==> src/rtl/iq_pkg.sv <==
// Shared types for the collapsing issue queue: one entry per slot, oldest at index 0.
package iq_pkg;

  localparam int IQ_DATA_WIDTH = 32;
  localparam int IQ_TAG_WIDTH  = 6;

  typedef struct packed {
    logic                     valid;
    logic                     src_rdy;
    logic [IQ_TAG_WIDTH-1:0]  src_tag;
    logic [IQ_DATA_WIDTH-1:0] data;
  } iq_entry_t;

endpackage

==> src/rtl/extend_first1.sv <==
// Thermometer expansion: every bit at or above the lowest set input bit is set.
module extend_first1 #(
  parameter int WIDTH = 8
) (
  input  logic [WIDTH-1:0] in_i,
  output logic [WIDTH-1:0] out_o
);

  logic acc;

  always_comb begin
    out_o = '0;
    acc   = 1'b0;
    for (int i = 0; i < WIDTH; i++) begin
      acc      = acc | in_i[i];
      out_o[i] = acc;
    end
  end

endmodule

==> src/rtl/iq_slot.sv <==
// Next-state selection for one queue slot: hold, shift down from above, or take the
// enqueue write, then apply the wakeup compare on the resulting image.
module iq_slot
  import iq_pkg::*;
(
  input  iq_entry_t               cur_i,
  input  iq_entry_t               above_i,
  input  iq_entry_t               enq_i,
  input  logic                    shift_i,
  input  logic                    wr_en_i,
  input  logic                    wakeup_valid_i,
  input  logic [IQ_TAG_WIDTH-1:0] wakeup_tag_i,
  input  logic                    flush_i,
  output iq_entry_t               nxt_o
);

  iq_entry_t e;

  always_comb begin
    e = cur_i;
    if (shift_i) e = above_i;
    // The enqueue write lands in the post-shift image, so it overrides the shift-in.
    if (wr_en_i) e = enq_i;
    if (wakeup_valid_i && e.valid && (e.src_tag == wakeup_tag_i)) e.src_rdy = 1'b1;
    if (flush_i) begin
      e.valid   = 1'b0;
      e.src_rdy = 1'b0;
    end
    nxt_o = e;
  end

endmodule

==> src/rtl/collapsing_iq.sv <==
// Age-ordered collapsing issue queue: oldest-ready select, compaction on issue,
// tag-broadcast wakeup. Slot 0 is always the oldest entry.
module collapsing_iq
  import iq_pkg::*;
#(
  parameter int N_ENTRIES  = 8,
  parameter int DATA_WIDTH = IQ_DATA_WIDTH,
  parameter int TAG_WIDTH  = IQ_TAG_WIDTH,
  localparam int CW        = $clog2(N_ENTRIES + 1)
) (
  input  logic                  clk,
  input  logic                  rst_aL,
  input  logic                  flush,
  input  logic                  enq_valid,
  output logic                  enq_ready,
  input  logic [DATA_WIDTH-1:0] enq_data,
  input  logic [TAG_WIDTH-1:0]  enq_src_tag,
  input  logic                  enq_src_rdy,
  input  logic                  wakeup_valid,
  input  logic [TAG_WIDTH-1:0]  wakeup_tag,
  output logic                  deq_valid,
  input  logic                  deq_ready,
  output logic [DATA_WIDTH-1:0] deq_data,
  output logic [CW-1:0]         count
);

  logic [N_ENTRIES-1:0]     valid_q, valid_d;
  logic [N_ENTRIES-1:0]     rdy_q, rdy_d;
  logic [IQ_TAG_WIDTH-1:0]  tag_q  [N_ENTRIES];
  logic [IQ_DATA_WIDTH-1:0] data_q [N_ENTRIES];
  logic [CW-1:0]            count_q, count_d;

  iq_entry_t cur [N_ENTRIES];
  iq_entry_t nxt [N_ENTRIES];
  iq_entry_t enq_entry;

  logic [N_ENTRIES-1:0]     cand, grant, ext, shift;
  logic [IQ_DATA_WIDTH-1:0] sel_data;
  logic                     deq_fire, enq_fire;
  logic [CW-1:0]            wr_idx;

  // Select: oldest ready entry from registered state only
  assign cand      = valid_q & rdy_q;
  assign grant     = cand & (~cand + N_ENTRIES'(1));
  assign deq_valid = |cand;

  always_comb begin
    sel_data = '0;
    for (int i = 0; i < N_ENTRIES; i++) begin
      sel_data = sel_data | (data_q[i] & {IQ_DATA_WIDTH{grant[i]}});
    end
  end

  assign deq_data  = DATA_WIDTH'(sel_data);
  assign enq_ready = (count_q < CW'(N_ENTRIES));
  assign deq_fire  = deq_valid & deq_ready;
  assign enq_fire  = enq_valid & enq_ready;
  assign wr_idx    = count_q - CW'(deq_fire);
  assign count     = count_q;

  extend_first1 #(.WIDTH(N_ENTRIES)) u_ext (
    .in_i  (grant),
    .out_o (ext)
  );

  assign shift = ext & {N_ENTRIES{deq_fire}};

  always_comb begin
    enq_entry.valid   = 1'b1;
    enq_entry.src_rdy = enq_src_rdy;
    enq_entry.src_tag = IQ_TAG_WIDTH'(enq_src_tag);
    enq_entry.data    = IQ_DATA_WIDTH'(enq_data);
  end

  // Compaction and enqueue: each slot chooses its next value
  for (genvar g = 0; g < N_ENTRIES; g++) begin : g_slot
    iq_entry_t above;

    always_comb begin
      cur[g].valid   = valid_q[g];
      cur[g].src_rdy = rdy_q[g];
      cur[g].src_tag = tag_q[g];
      cur[g].data    = data_q[g];
    end

    if (g == N_ENTRIES - 1) begin : g_top
      assign above = '0;
    end else begin : g_mid
      assign above = cur[g+1];
    end

    iq_slot u_slot (
      .cur_i          (cur[g]),
      .above_i        (above),
      .enq_i          (enq_entry),
      .shift_i        (shift[g]),
      .wr_en_i        (enq_fire && (wr_idx == CW'(g))),
      .wakeup_valid_i (wakeup_valid),
      .wakeup_tag_i   (IQ_TAG_WIDTH'(wakeup_tag)),
      .flush_i        (flush),
      .nxt_o          (nxt[g])
    );

    assign valid_d[g] = nxt[g].valid;
    assign rdy_d[g]   = nxt[g].src_rdy;
  end

  assign count_d = flush ? '0 : (count_q + CW'(enq_fire) - CW'(deq_fire));

  // State update: control bits reset asynchronously, payload/tags never need reset
  always_ff @(posedge clk or negedge rst_aL) begin
    if (!rst_aL) begin
      valid_q <= '0;
      rdy_q   <= '0;
      count_q <= '0;
    end else begin
      valid_q <= valid_d;
      rdy_q   <= rdy_d;
      count_q <= count_d;
    end
  end

  always_ff @(posedge clk) begin
    for (int i = 0; i < N_ENTRIES; i++) begin
      tag_q[i]  <= nxt[i].src_tag;
      data_q[i] <= nxt[i].data;
    end
  end

endmodule
==> config.mk <==
export PLATFORM = sky130hd
export DESIGN_NAME = collapsing_iq
export DESIGN_NICKNAME = d
export VERILOG_FILES = /design/src/rtl/iq_pkg.sv /design/src/rtl/extend_first1.sv /design/src/rtl/iq_slot.sv /design/src/rtl/collapsing_iq.sv
export SDC_FILE = /design/constraint.sdc
export NUM_CORES = 1
export LEC_CHECK = 0
export CORE_MARGIN = 4
export CORE_UTILIZATION = 48
export DETAILED_ROUTE_END_ITERATION = 12
export PLACE_DENSITY_LB_ADDON = 0.12
export SLEW_MARGIN = 20
export SYNTH_ARGS = -nofsm -noshare
export SYNTH_HDL_FRONTEND = slang
export SYNTH_SLANG_ARGS = --single-unit
==> constraint.sdc <==
create_clock -name clk -period 4.6 [get_ports clk]
set_input_delay 1.15 -clock clk [delete_from_list [all_inputs] [get_ports clk]]
set_output_delay 1.15 -clock clk [all_outputs]
set_load 0.02 [all_outputs]
==> impl_metrics.py <==
metrics = {
    "global_routing": {
        "grtUsageTotal_pct": 27.3,
        "antenna_found_initial": 1,
        "overflow": 0,
        "grt_max_degree": 67,
        "grt_pass1_vias": 13400,
        "grt_pass1_wl_um": 78300,
    },
    "logic_synthesis": {
        "syn_inst": 1624,
        "synth.avg_cell_area_um2": 10.1,
        "syn-num-nets": 1684,
        "syn_area_um2": 16300,
        "synth-edff-count": 256,
        "ys_warn_count": 0,
        "synth_flop_cell": "edfxtp_1",
        "ys_seq_area_share_pct": 56.0,
        "synth-seq-cells": 324,
        "yosys.cell_types.count": 61,
        "synthArstFlopShare_pct": 6.17,
    },
    "setup_path": {
        "r2r_slack_ns": 0.61,
        "end_kind": "output pin",
        "reg2regPathDepth": 11,
        "cp-endpoint": "deq_data[13]",
        "crit_type": "reg -> out",
        "crit_path_max_incr_delay_ns": 0.63,
        "r2r-start": "valid_q[2]",
        "required_ns": 3.45,
        "path_cells": "a222oi_1 > buf_4 > nand2_1 > nor2_4 > buf_12 > a221o_1 > clkdlybuf4s50_1",
        "cp.arrival_ns": 3.34,
        "crit_slowest_cell": "clkdlybuf4s50_1",
        "reg2reg_to": "data_q[0][74]",
        "start_kind": "flip-flop",
        "critPathMaxFanout": 23,
        "cp-startpoint": "valid_q[2]",
    },
    "finish": {
        "antenna_cells": 0,
        "final_common_cell": "nand2_1",
        "syn2layout_area_growth_pct": 18.6,
        "fin_util_pct": 57.7,
        "fin_nets": 1731,
        "layout-drive-gt1-share_pct": 10.4,
        "final_cell_count_no_fill": 2148,
        "final_cell_mix": "nand2_1, edfxtp_1, o21ai_0, clkdlybuf4s50_1, nand3_1",
        "fillers": 2884,
        "design_area_um2": 19400,
    },
    "drt": {
        "detail-route-antenna-nets": 0,
        "detail_route.wl_per_cell_um": 23.8,
        "first_pass_iters": 6,
        "via_per_inst": 6.25,
        "drtIter0Drc": 1490,
        "drc": 0,
        "drt_wl_total_um": 51200,
        "vias": 13400,
    },
    "cts": {
        "clkTransAtPathRegs_ns": 0.06,
        "cts_root_buf": "clkbuf_16",
        "worstSkewPairLatency_ns": 0.52,
        "tritoncts": "yes",
        "numCtsBuffers": 37,
        "cts_sinks": 324,
        "cts_max_level": 2,
        "clk_path_buf_depth": 3,
        "cts_hold_buffers": 0,
    },
    "pwr": {
        "ir_drop_mv": 0.305,
        "switchingPower_w": 0.00294,
        "combPwrFrac_pct": 24.7,
        "p_leak_nw": 7.29,
        "power_density_nw_per_um2": 481,
        "netSwitchingFraction_pct": 31.6,
        "power_frac_clock_pct": 31.3,
        "report.power.total_w": 0.00930,
        "seq_power_share_pct": 44.0,
        "p_int_w": 0.00636,
    },
    "placement": {
        "place_inst": 2078,
        "place_congestion": 0.857,
        "place_area_um2": 18100,
        "numPortBuffers": 88,
        "hpwl_um": 33000,
    },
    "job": {
        "drv_cap": 0,
    },
    "die": {
        "start_util_pct": 48.7,
        "num_rows": 67,
        "die_area_um2": 37000,
        "dieWidth_um": 192,
        "io_pins": 89,
        "fp.dieH_um": 192,
        "core-area_um2": 33500,
    },
    "sta": {
        "worst_pin_slew_ns": 0.970,
        "min_period_ns": 4.49,
        "finalMaxSlewViolations": 0,
        "finalHoldViolations": 0,
        "max_freq_mhz": 223,
        "clock_skew_ns": 0.0174,
        "final.period_utilization_pct": 97.6,
        "setup_viol": 0,
        "setup_tns_ns": 0,
        "slew_headroom_pct": 34.9,
    },
    "status": {
        "status": "completed",
    },
    "hold_path": {
        "hp-class": "reg -> reg",
    },
}
==> worst max-delay path: cells and delay by family (launching register included) <==
family / cells / cell delay (ns)
buf+inv: 3 / 1.17
compound gates: 2 / 0.70
simple gates: 2 / 0.50
flops: 1 / 0.43
==> cell usage after synthesis, types with 2 or more instances <==
| cell type | number | share of area [%] |
|---|---|---|
| o2111ai_1 | 2 | 0.11 |
| a31oi_1 | 5 | 0.19 |
| nand3b_1 | 2 | 0.092 |
| a22oi_1 | 9 | 0.41 |
| buf_1 | 14 | 0.32 |
| a31o_2 | 4 | 0.21 |
| nor2_1 | 46 | 1.1 |
| xnor2_1 | 33 | 1.8 |
| nand4_1 | 4 | 0.15 |
| a2111oi_0 | 5 | 0.27 |
| clkbuf_1 | 135 | 3.1 |
| o211ai_1 | 2 | 0.092 |
| nor2b_1 | 6 | 0.23 |
| nand3_1 | 74 | 2.3 |
| a211oi_1 | 2 | 0.092 |
| edfxtp_1 | 256 | 47 |
| a2111oi_4 | 2 | 0.34 |
| a2111oi_2 | 4 | 0.37 |
| a222oi_1 | 33 | 2.0 |
| buf_2 | 10 | 0.31 |
| dfrtp_1 | 20 | 3.1 |
| o21ai_0 | 114 | 3.5 |
| xor2_1 | 4 | 0.21 |
| mux2i_1 | 32 | 2.0 |
| a311oi_1 | 2 | 0.11 |
| nand2b_1 | 4 | 0.15 |
| dfxtp_1 | 48 | 5.9 |
| a2bb2oi_1 | 4 | 0.21 |
| nand2_1 | 444 | 10 |
| or3_1 | 2 | 0.077 |
| and3_1 | 4 | 0.15 |
| inv_1 | 16 | 0.37 |
| a22o_1 | 71 | 3.8 |
| a221oi_1 | 3 | 0.16 |
| a221o_1 | 65 | 4.0 |
| and2_1 | 35 | 1.3 |
| a21o_1 | 3 | 0.14 |
| o22ai_1 | 10 | 0.38 |
| ha_1 | 8 | 0.61 |
| a21oi_1 | 60 | 1.8 |
| nor3_1 | 4 | 0.12 |
| buf_4 | 4 | 0.18 |
==> state kept, by name, summed over array words and instances (netlist names) <==
register,cells
tag_q,48
rdy_q,8
valid_q,8
count,4
data_q,256
==> power by group through the flow <==
stage | clock, W | sequential [W] | combinational [W]
after floorplan | 0 | 0.00407 | 0.00141
after global placement | 0 | 0.00414 | 0.00222
after detailed placement | 0 | 0.00414 | 0.00227
after CTS | 0.00295 | 0.00409 | 0.00228
after global routing | 0.00306 | 0.00415 | 0.00249
final | 0.00291 | 0.00410 | 0.00229
==> logic make-up (layout without fill, tap and decap cells) <==
kind of cell               count (synthesis)  count (layout)  synth area share (%)
AOI/OAI and AO/OA                        410             410                  18.8
xor gates and xnor gates                  38              38                  2.08
DFF                                      324             324                  56.0
and+or+nand+nor                          630             631                  16.1
adders and majority gates                  9               9                 0.736
buffers and inverters                    181             256                  4.34
muxes                                     32              32                  1.96
==> how the worst min path moves through the flow <==
stage / startpoint / to / depth (start not counted)
after floorplan: tag_q[1][4] / tag_q[1][4] / 2
after global placement: tag_q[1][1] / tag_q[1][1] / 2
after detailed placement: tag_q[1][1] / tag_q[1][1] / 2
after CTS: tag_q[1][1] / tag_q[1][1] / 2
after global routing: tag_q[0][21] / tag_q[0][21] / 2
final: tag_q[1][1] / tag_q[1][1] / 2
==> metrics by stage <==
stage	setup slack (ns)	hold slack (ns)
2_1_floorplan	0.0776	0.461
3_3_place_gp	0.0564	0.476
3_5_place_dp	-0.0226	0.484
4_1_cts	0.0196	0.492
5_1_grt	-0.00445	0.516
6_report	0.109	0.493
==> layer usage <==
metal | wire length (um) | global-route usage, % | part of all wire, % | vias up
met3 | 4710 | 4.69 | 9.2 | 111
met5 | 13 | 0 | 0.025 | -
met1 | 20800 | 36.6 | 41 | 6525
li1 | - | - | - | 6040
met2 | 24200 | 45.6 | 47 | 739
met4 | 1530 | 8.23 | 3.0 | 2
==> area by class of cell <==
type | count | area, um2 | area share, %
well taps | 448 | 561 | 2.90
inverters | 17 | 63.8 | 0.330
flip-flops and latches | 324 | 9150 | 47.3
clock inverters | 21 | 156 | 0.808
clock buffers | 47 | 1040 | 5.35
repair buffers | 171 | 1740 | 9.01
multi-input cells | 1120 | 6650 | 34.4
==> what timing repair did <==
item                                    CTS  global route
cloned                                    0             1
buffers inserted                          0             1
gates resized for setup                   2             6
endpoints found under the hold margin     0             0
endpoints found under the setup margin   29            27
pin swaps                                 1             2
No activity file was read; power rests on OpenSTA's default activity.
